### config.mk
export PLATFORM = sky130hd
export DESIGN_NAME = rr_grant_controller
export DESIGN_NICKNAME = d
export VERILOG_FILES = /design/src/rtl/rr_grant_controller.sv
export SDC_FILE = /design/constraint.sdc
export NUM_CORES = 1
export LEC_CHECK = 0
export CAP_MARGIN = 5
export CELL_PAD_IN_SITES_DETAIL_PLACEMENT = 0
export CELL_PAD_IN_SITES_GLOBAL_PLACEMENT = 1
export CORE_AREA = 2 2 95 97
export DETAILED_ROUTE_END_ITERATION = 8
export DIE_AREA = 0 0 97 99
export HOLD_SLACK_MARGIN = 0.08
export PLACE_DENSITY = 0.67
export SLEW_MARGIN = 30
export SYNTH_ARGS = -nofsm -noshare
export SYNTH_HDL_FRONTEND = slang
export SYNTH_SLANG_ARGS = --single-unit
### constraint.sdc
create_clock -name hostCLK -period 5 [get_ports hostCLK]
set_input_delay 0.75 -clock hostCLK [delete_from_list [all_inputs] [get_ports hostCLK]]
set_output_delay 0.75 -clock hostCLK [all_outputs]
set_load 0.005 [all_outputs]
### src/rtl/rr_grant_controller.sv
// Registered round-robin grant controller with one dead cycle between owners.
// Define RR_GRANT_HOLD_TIMEOUT_EN to add the hold watchdog (revoke + block).
module rr_grant_controller #(
  parameter int WIDTH    = 5,
  parameter int MAX_HOLD = 1024,
  parameter int IDX_W    = $clog2(WIDTH),
  parameter int CNT_W    = $clog2(MAX_HOLD + 1)
) (
  input  logic             hostCLK,
  input  logic             reset,
  input  logic [WIDTH-1:0] request,
  output logic [WIDTH-1:0] grant,
  output logic             grant_valid,
  output logic [IDX_W-1:0] grant_idx,
  output logic             timeout_pulse,
  output logic [IDX_W-1:0] timeout_idx
);

  typedef enum logic {IDLE, GRANTED} state_t;

  state_t           state, state_next;
  logic [IDX_W-1:0] last_idx, last_next;
  logic [WIDTH-1:0] eligible;
  logic             win_found;
  logic [IDX_W-1:0] win_idx;
  logic             release_evt;
  logic             timeout_evt;
  logic [WIDTH-1:0] grant_next;
  logic             valid_next;
  logic [IDX_W-1:0] idx_next;

`ifdef RR_GRANT_HOLD_TIMEOUT_EN
  logic [CNT_W-1:0] hold_cnt;
  logic [WIDTH-1:0] blocked;
  logic [WIDTH-1:0] block_set;
  logic             pulse_next;
  logic [IDX_W-1:0] tidx_next;

  assign eligible    = request & ~blocked;
  assign timeout_evt = (state == GRANTED) && request[grant_idx]
                       && (hold_cnt == CNT_W'(MAX_HOLD));
`else
  assign eligible      = request;
  assign timeout_evt   = 1'b0;
  assign timeout_pulse = 1'b0;
  assign timeout_idx   = '0;
`endif

  assign release_evt = (state == GRANTED) && !request[grant_idx];

  // Scan from last_idx+WIDTH down to last_idx+1 so the nearest eligible index overwrites the rest.
  always_comb begin
    int cand;
    cand      = 0;
    win_found = 1'b0;
    win_idx   = '0;
    for (int k = WIDTH; k >= 1; k--) begin
      cand = (int'(last_idx) + k) % WIDTH;
      if (eligible[IDX_W'(cand)]) begin
        win_found = 1'b1;
        win_idx   = IDX_W'(cand);
      end
    end
  end

  always_ff @(posedge hostCLK) begin
    if (reset) begin
      state       <= IDLE;
      last_idx    <= IDX_W'(WIDTH - 1);
      grant       <= '0;
      grant_valid <= 1'b0;
      grant_idx   <= '0;
    end else begin
      state       <= state_next;
      last_idx    <= last_next;
      grant       <= grant_next;
      grant_valid <= valid_next;
      grant_idx   <= idx_next;
    end
  end

  always_comb begin
    state_next = state;
    case (state)
      IDLE:    if (win_found) state_next = GRANTED;
      GRANTED: if (release_evt || timeout_evt) state_next = IDLE;
      default: state_next = IDLE;
    endcase
  end

  always_comb begin
    grant_next = grant;
    valid_next = grant_valid;
    idx_next   = grant_idx;
    last_next  = last_idx;
`ifdef RR_GRANT_HOLD_TIMEOUT_EN
    pulse_next = 1'b0;
    tidx_next  = timeout_idx;
    block_set  = '0;
`endif
    if (state == IDLE && win_found) begin
      grant_next          = '0;
      grant_next[win_idx] = 1'b1;
      valid_next          = 1'b1;
      idx_next            = win_idx;
      last_next           = win_idx;
    end else if (release_evt || timeout_evt) begin
      grant_next = '0;
      valid_next = 1'b0;
    end
`ifdef RR_GRANT_HOLD_TIMEOUT_EN
    if (timeout_evt) begin
      pulse_next           = 1'b1;
      tidx_next            = grant_idx;
      block_set[grant_idx] = 1'b1;
    end
`endif
  end

`ifdef RR_GRANT_HOLD_TIMEOUT_EN
  // A blocked requester stays blocked only while it keeps its request high.
  always_ff @(posedge hostCLK) begin
    if (reset) begin
      hold_cnt      <= '0;
      blocked       <= '0;
      timeout_pulse <= 1'b0;
      timeout_idx   <= '0;
    end else begin
      blocked       <= (blocked & request) | block_set;
      timeout_pulse <= pulse_next;
      timeout_idx   <= tidx_next;
      if (state == IDLE && win_found)
        hold_cnt <= CNT_W'(1);
      else if (state == GRANTED && hold_cnt != CNT_W'(MAX_HOLD))
        hold_cnt <= hold_cnt + CNT_W'(1);
    end
  end
`endif

endmodule

* Word level (Yosys, flattened, before mapping) *
Cells that the tools add are included.

word-level totals
  ROM bits = 0
  output and inout bits = 13
  memories kept = 0
  input bits = 7
  bits in registers = 13
  memory bits (writable) = 0
  latch bits = 0
  word-level logic and storage cells = 65

operators by class
  $lt $le $gt $ge = 8
  divide/modulo/power cells = 5
  muxes and demuxes = 36
  add/subtract/negate cells = 5
  bitwise logic cells = 1
  equality and inequality tests = 0
  shift-type cells = 0
  reduce and logical (&&, ||, !) cells = 5
  multipliers = 0

operators by type and width
  cell                                                                                 number
  32-bit by 4-bit remainder unit with 32-bit output, second input constant             5
  3-bit by 5-bit less-than comparator with 1-bit output, second input constant         5
  1-bit two-way mux                                                                    21
  1-bit binary-select mux with 3-bit select                                            6
  3-bit two-way mux                                                                    5
  5-bit two-way mux                                                                    2
  3-bit by 2-bit adder with 4-bit output, second input constant                        2
  3-bit by 3-bit adder with 4-bit output, second input constant                        2
  3-bit by 4-bit less-than comparator with 1-bit output, second input constant         2
  3-bit by 1-bit adder with 4-bit output, second input constant                        1
  1-bit demux with 3-bit select                                                        1
  3-bit by 1-bit greater-or-equal comparator with 1-bit output, second input constant  1
  1-bit logical AND                                                                    3
  1-bit case mux with 2 select lines                                                   1
  2-bit nonzero test                                                                   1
  1-bit zero test                                                                      1
  1-bit inverter                                                                       1

* Longest topological paths before layout *
Gate-level depths: netlist (run 1).

  depth in word-level cells = 15
  depth in mapped cells = 22
  depth with buffers taken out = 18

* Worst setup path after synthesis (run 1) *
Ideal clock, no wire load.

  kind = reg-to-reg
  start = reg grant_idx[0]
  end = reg grant[1]
  required time = 4.908 ns
  path buffers = 4
  period minus slack after synthesis = 4.816 ns
  library setup time = 0.092 ns
  path slack = 0.184 ns
  stages on the path, launching flop included = 23
  arrival time = 4.723 ns
  path through = dfxtp_1 -> buf_6 -> inv_1 -> clkbuf_1 -> ha_1 -> buf_2 -> inv_1 -> ha_1 -> nor2_1 -> a211o_1 -> and3_1 -> inv_1 -> ha_1 -> nor2b_1 -> a2111oi_1 -> a211o_1 -> or3_1 -> a211oi_2 -> or3_1 -> o31ai_4 -> buf_6 -> nand3_2 -> o32ai_1

on the way
  longest elaborated chain between the ends = 5

RTL lines
  element                                    RTL line  text
  start: declaration                         14        output logic [IDX_W-1:0] grant_idx,
  start signal: assignment                   78        grant_idx <= idx_next;
  1-bit binary-select mux with 3-bit select  49        assign release_evt = (state == GRANTED) && !request[grant_idx];
  1-bit two-way mux (not written as such)    49
  1-bit zero test                            49
  1-bit logical AND                          49
  2-bit nonzero test (no line)               n/a
  end signal: assignment                     76        grant <= grant_next;
  end: declaration                           12        output logic [WIDTH-1:0] grant,

No other way between the ends. The select of a mux whose other input is x is not followed.
A chain may end at the register's enable or synchronous reset.

* Worst setup path after layout (run 1) *
  start = reg grant_idx[1]
  end = reg grant[0]

The elaborated chain is that of the path after synthesis.

==> results of run 1 <==
repair_timing:
action,CTS,global route
resized for setup,0,1
endpoints found under the setup margin,0,8
buffers inserted,0,1
layout by cell type, fill, tap and decap left out, types with 3 or more instances in the layout:
cell type,netlist,layout
and2_1,3,3
nand3_1,4,4
nor3b_1,4,4
o21ai_0,6,6
o211ai_1,5,5
buf_4,6,10
a211oi_1,8,8
nor3_1,7,7
inv_1,31,31
conb_1,1,4
a311oi_1,4,4
nand2b_1,7,7
dfxtp_1,11,11
ha_1,26,26
a21oi_1,15,15
nand2_1,26,26
mux2i_1,12,12
and3_1,3,3
clkbuf_8,0,3
xnor2_1,5,5
a211o_1,3,3
or3_1,3,3
nor2b_1,4,4
clkdlybuf4s50_1,0,15
o211a_1,3,3
o21a_1,5,5
o32ai_1,4,4
mux2_2,3,3
nor2_1,15,15
o31ai_1,5,5
a31oi_1,6,6
mux4_2,5,5
a2111oi_0,5,5
cell families (layout without fill, tap and decap cells):
group	count (synthesis)	in the layout	synth area share (%)
AOI/OAI and AO/OA	100	100	32.69
xor gates and xnor gates	8	8	3.779
adders and majority gates	26	26	13.28
buffers and inverters	59	63	11.24
DFF	11	11	8.989
muxes	20	20	10.88
other	1	4	0.1531
and+or+nand+nor	88	88	19.00
worst max-delay path, cell delays in order (launching register included):
cell and delay, ns:
dfxtp_1 0.35, clkinv_1 0.10, ha_1 0.28, xor2_2 0.19, ha_1 0.24, nor2_1 0.22
a211o_1 0.18, and3_1 0.25, inv_1 0.09, ha_1 0.22, nor2b_1 0.14, a2111oi_1 0.46
a211o_1 0.25, nand3_1 0.11, a211oi_2 0.31, or3_1 0.25, o31ai_4 0.10, buf_12 0.15
or3_1 0.36, o32ai_1 0.22
sequential cells by signal, indices dropped and copies added (netlist names):
register     cells
grant_idx        3
last_idx         1
grant_valid      1
state            1
grant            5
area by class of cell:
class                      count  area, µm²
timing repair buffer          26      245.2
tap                          108      135.1
sequential                    11      220.2
inverter                      33      123.9
multi-input combinational    246       1973
clock buffer                   4      45.04
fill                         887       5808
metrics by stage:
| stage | hold slack [ns] | setup slack (ns) | util, % | instance area (µm²) | std cells |
|---|---|---|---|---|---|
| floorplan | 0.4363 | 0.1844 | - | 2461 | 316 |
| global placement | 0.4479 | 0.3586 | 31.23 | 2670 | 423 |
| detailed placement | 0.4476 | 0.3223 | 31.23 | 2670 | 423 |
| CTS | 0.4599 | 0.2733 | 31.75 | 2715 | 427 |
| global route | 0.4673 | 0.006880 | 32.07 | 2743 | 428 |
| finish | 0.4531 | 0.4032 | 32.07 | 2743 | 428 |
metal layers:
metal  GRT usage (%)  routed length [µm]
met3           1.844                 390
met4           3.467                 115
met5               0                   0
met2           22.65                3015
met1           19.00                3189
worst paths after layout:
kind         cells after the start                    end                      start  slack [ns]
max                             19  grant[0]$_SDFFE_PP0P_  grant_idx[1]$_SDFFE_PP0P_        0.40
min                              2  grant[0]$_SDFFE_PP0P_      grant[0]$_SDFFE_PP0P_        0.45
max reg2reg                     19  grant[0]$_SDFFE_PP0P_  grant_idx[1]$_SDFFE_PP0P_        0.40
min reg2reg                      2  grant[0]$_SDFFE_PP0P_      grant[0]$_SDFFE_PP0P_        0.45
==> flow_metrics.py, run 1 <==
metrics = {
    "synthesis": {
        "synth-main-ff-cell": "dfxtp_1",
        "syn_inst": 313,
        "netlist_area_um2": 2450,
        "async_flop_share_pct": 0,
        "yosysMostFrequentCell": "inv_1",
        "ys_warn_count": 0,
        "yosysTopAreaCellShare_pct": 13.28,
        "synth_common_cells": "inv_1, ha_1, nand2_1",
        "syn_area_per_cell_um2": 7.827,
        "ys_seq_elements": 11,
        "synth_area_leaders": "ha_1, dfxtp_1, mux2i_1",
        "synth_edf_count": 0,
        "yosysTopAreaCell": "ha_1",
        "yosysUniqueCellTypes": 74,
        "synth_seq_area_share_pct": 8.989,
    },
    "grt": {
        "grt_pass1_wl_mm": 11.10,
        "grt.overflow.total": 0,
        "grtUsageTotal_pct": 13.74,
        "grt_max_degree": 35,
        "grt_pass1_vias": 2182,
        "antenna_found_initial": 0,
    },
    "clock_tree": {
        "clk_pin_slew_ns": 0.05,
        "ctsHoldBuffers": 0,
        "h-tree-depth": 1,
        "clk_path_buf_depth": 2,
        "clk_latency_ns": 0.24,
        "cts_buffers": 3,
        "clock_sinks": 11,
        "cts_tree": "yes",
        "cts_root_buf": "clkbuf_8",
    },
    "timing": {
        "rsz0062_at_grt": "no",
        "tns_ns": 0,
        "fin_crit_sh_pct": 91.94,
        "drv_slew": 0,
        "worst_slew_pin_slew_ns": 0.6737,
        "slew_headroom_pct": 54.70,
        "finalClockSkew_ns": 0.003490,
        "finalHoldViolations": 0,
        "period_needed_ns": 4.597,
        "setup_violations": 0,
        "fmax_mhz": 217.5,
    },
    "floorplanning": {
        "dieArea_um2": 9603,
        "die_w_um": 97,
        "start_util_pct": 28.65,
        "die_h_um": 99,
        "row_count": 34,
        "core_um2": 8551,
        "io_pins": 20,
    },
    "hold_path": {
        "hold_class": "reg2reg",
    },
    "route": {
        "viasPerCell": 5.579,
        "post-route-drc-count": 0,
        "ant_nets": 0,
        "drtIter0Drc": 142,
        "drt-total-wl_mm": 6.710,
        "wire_per_inst_um": 15.68,
        "vias": 2388,
        "drt_pass1_iterations": 4,
    },
    "finish": {
        "syn2layout_area_growth_pct": 11.95,
        "n_antenna_cell": 0,
        "num-nets-final": 354,
        "drive_gt1_share_pct": 12.81,
    },
    "setup_path": {
        "cp.required_ns": 5.15,
        "arrival_ns": 4.75,
        "worstSetupPathType": "reg2reg",
        "worstSetupEndpointType": "flip-flop",
        "cp_max_fo": 13,
        "start_kind": "flip-flop",
    },
    "place": {
        "gp_congestion": 0.8069,
        "port_buffers": 15,
        "place_hpwl_mm": 5.146,
    },
    "run_status": {
        "outcome": "completed",
    },
    "flow_run": {
        "drv_cap": 0,
    },
}
Power of run 1 is not shown: default switching activity piles up to over one toggle a cycle in this logic, so the estimate is an artifact.
==> run 2: changes to the inputs <==
--- a/config.mk
+++ b/config.mk
@@ -5,7 +5,7 @@
 export SDC_FILE = /design/constraint.sdc
 export NUM_CORES = 1
 export LEC_CHECK = 0
-export CAP_MARGIN = 5
+export CAP_MARGIN = 0
 export CELL_PAD_IN_SITES_DETAIL_PLACEMENT = 0
 export CELL_PAD_IN_SITES_GLOBAL_PLACEMENT = 1
 export CORE_AREA = 2 2 95 97
==> results of run 2 <==
The final DEF is identical to that of run 1; final timing and power are the same.
Power of run 2 is left out for the same reason.
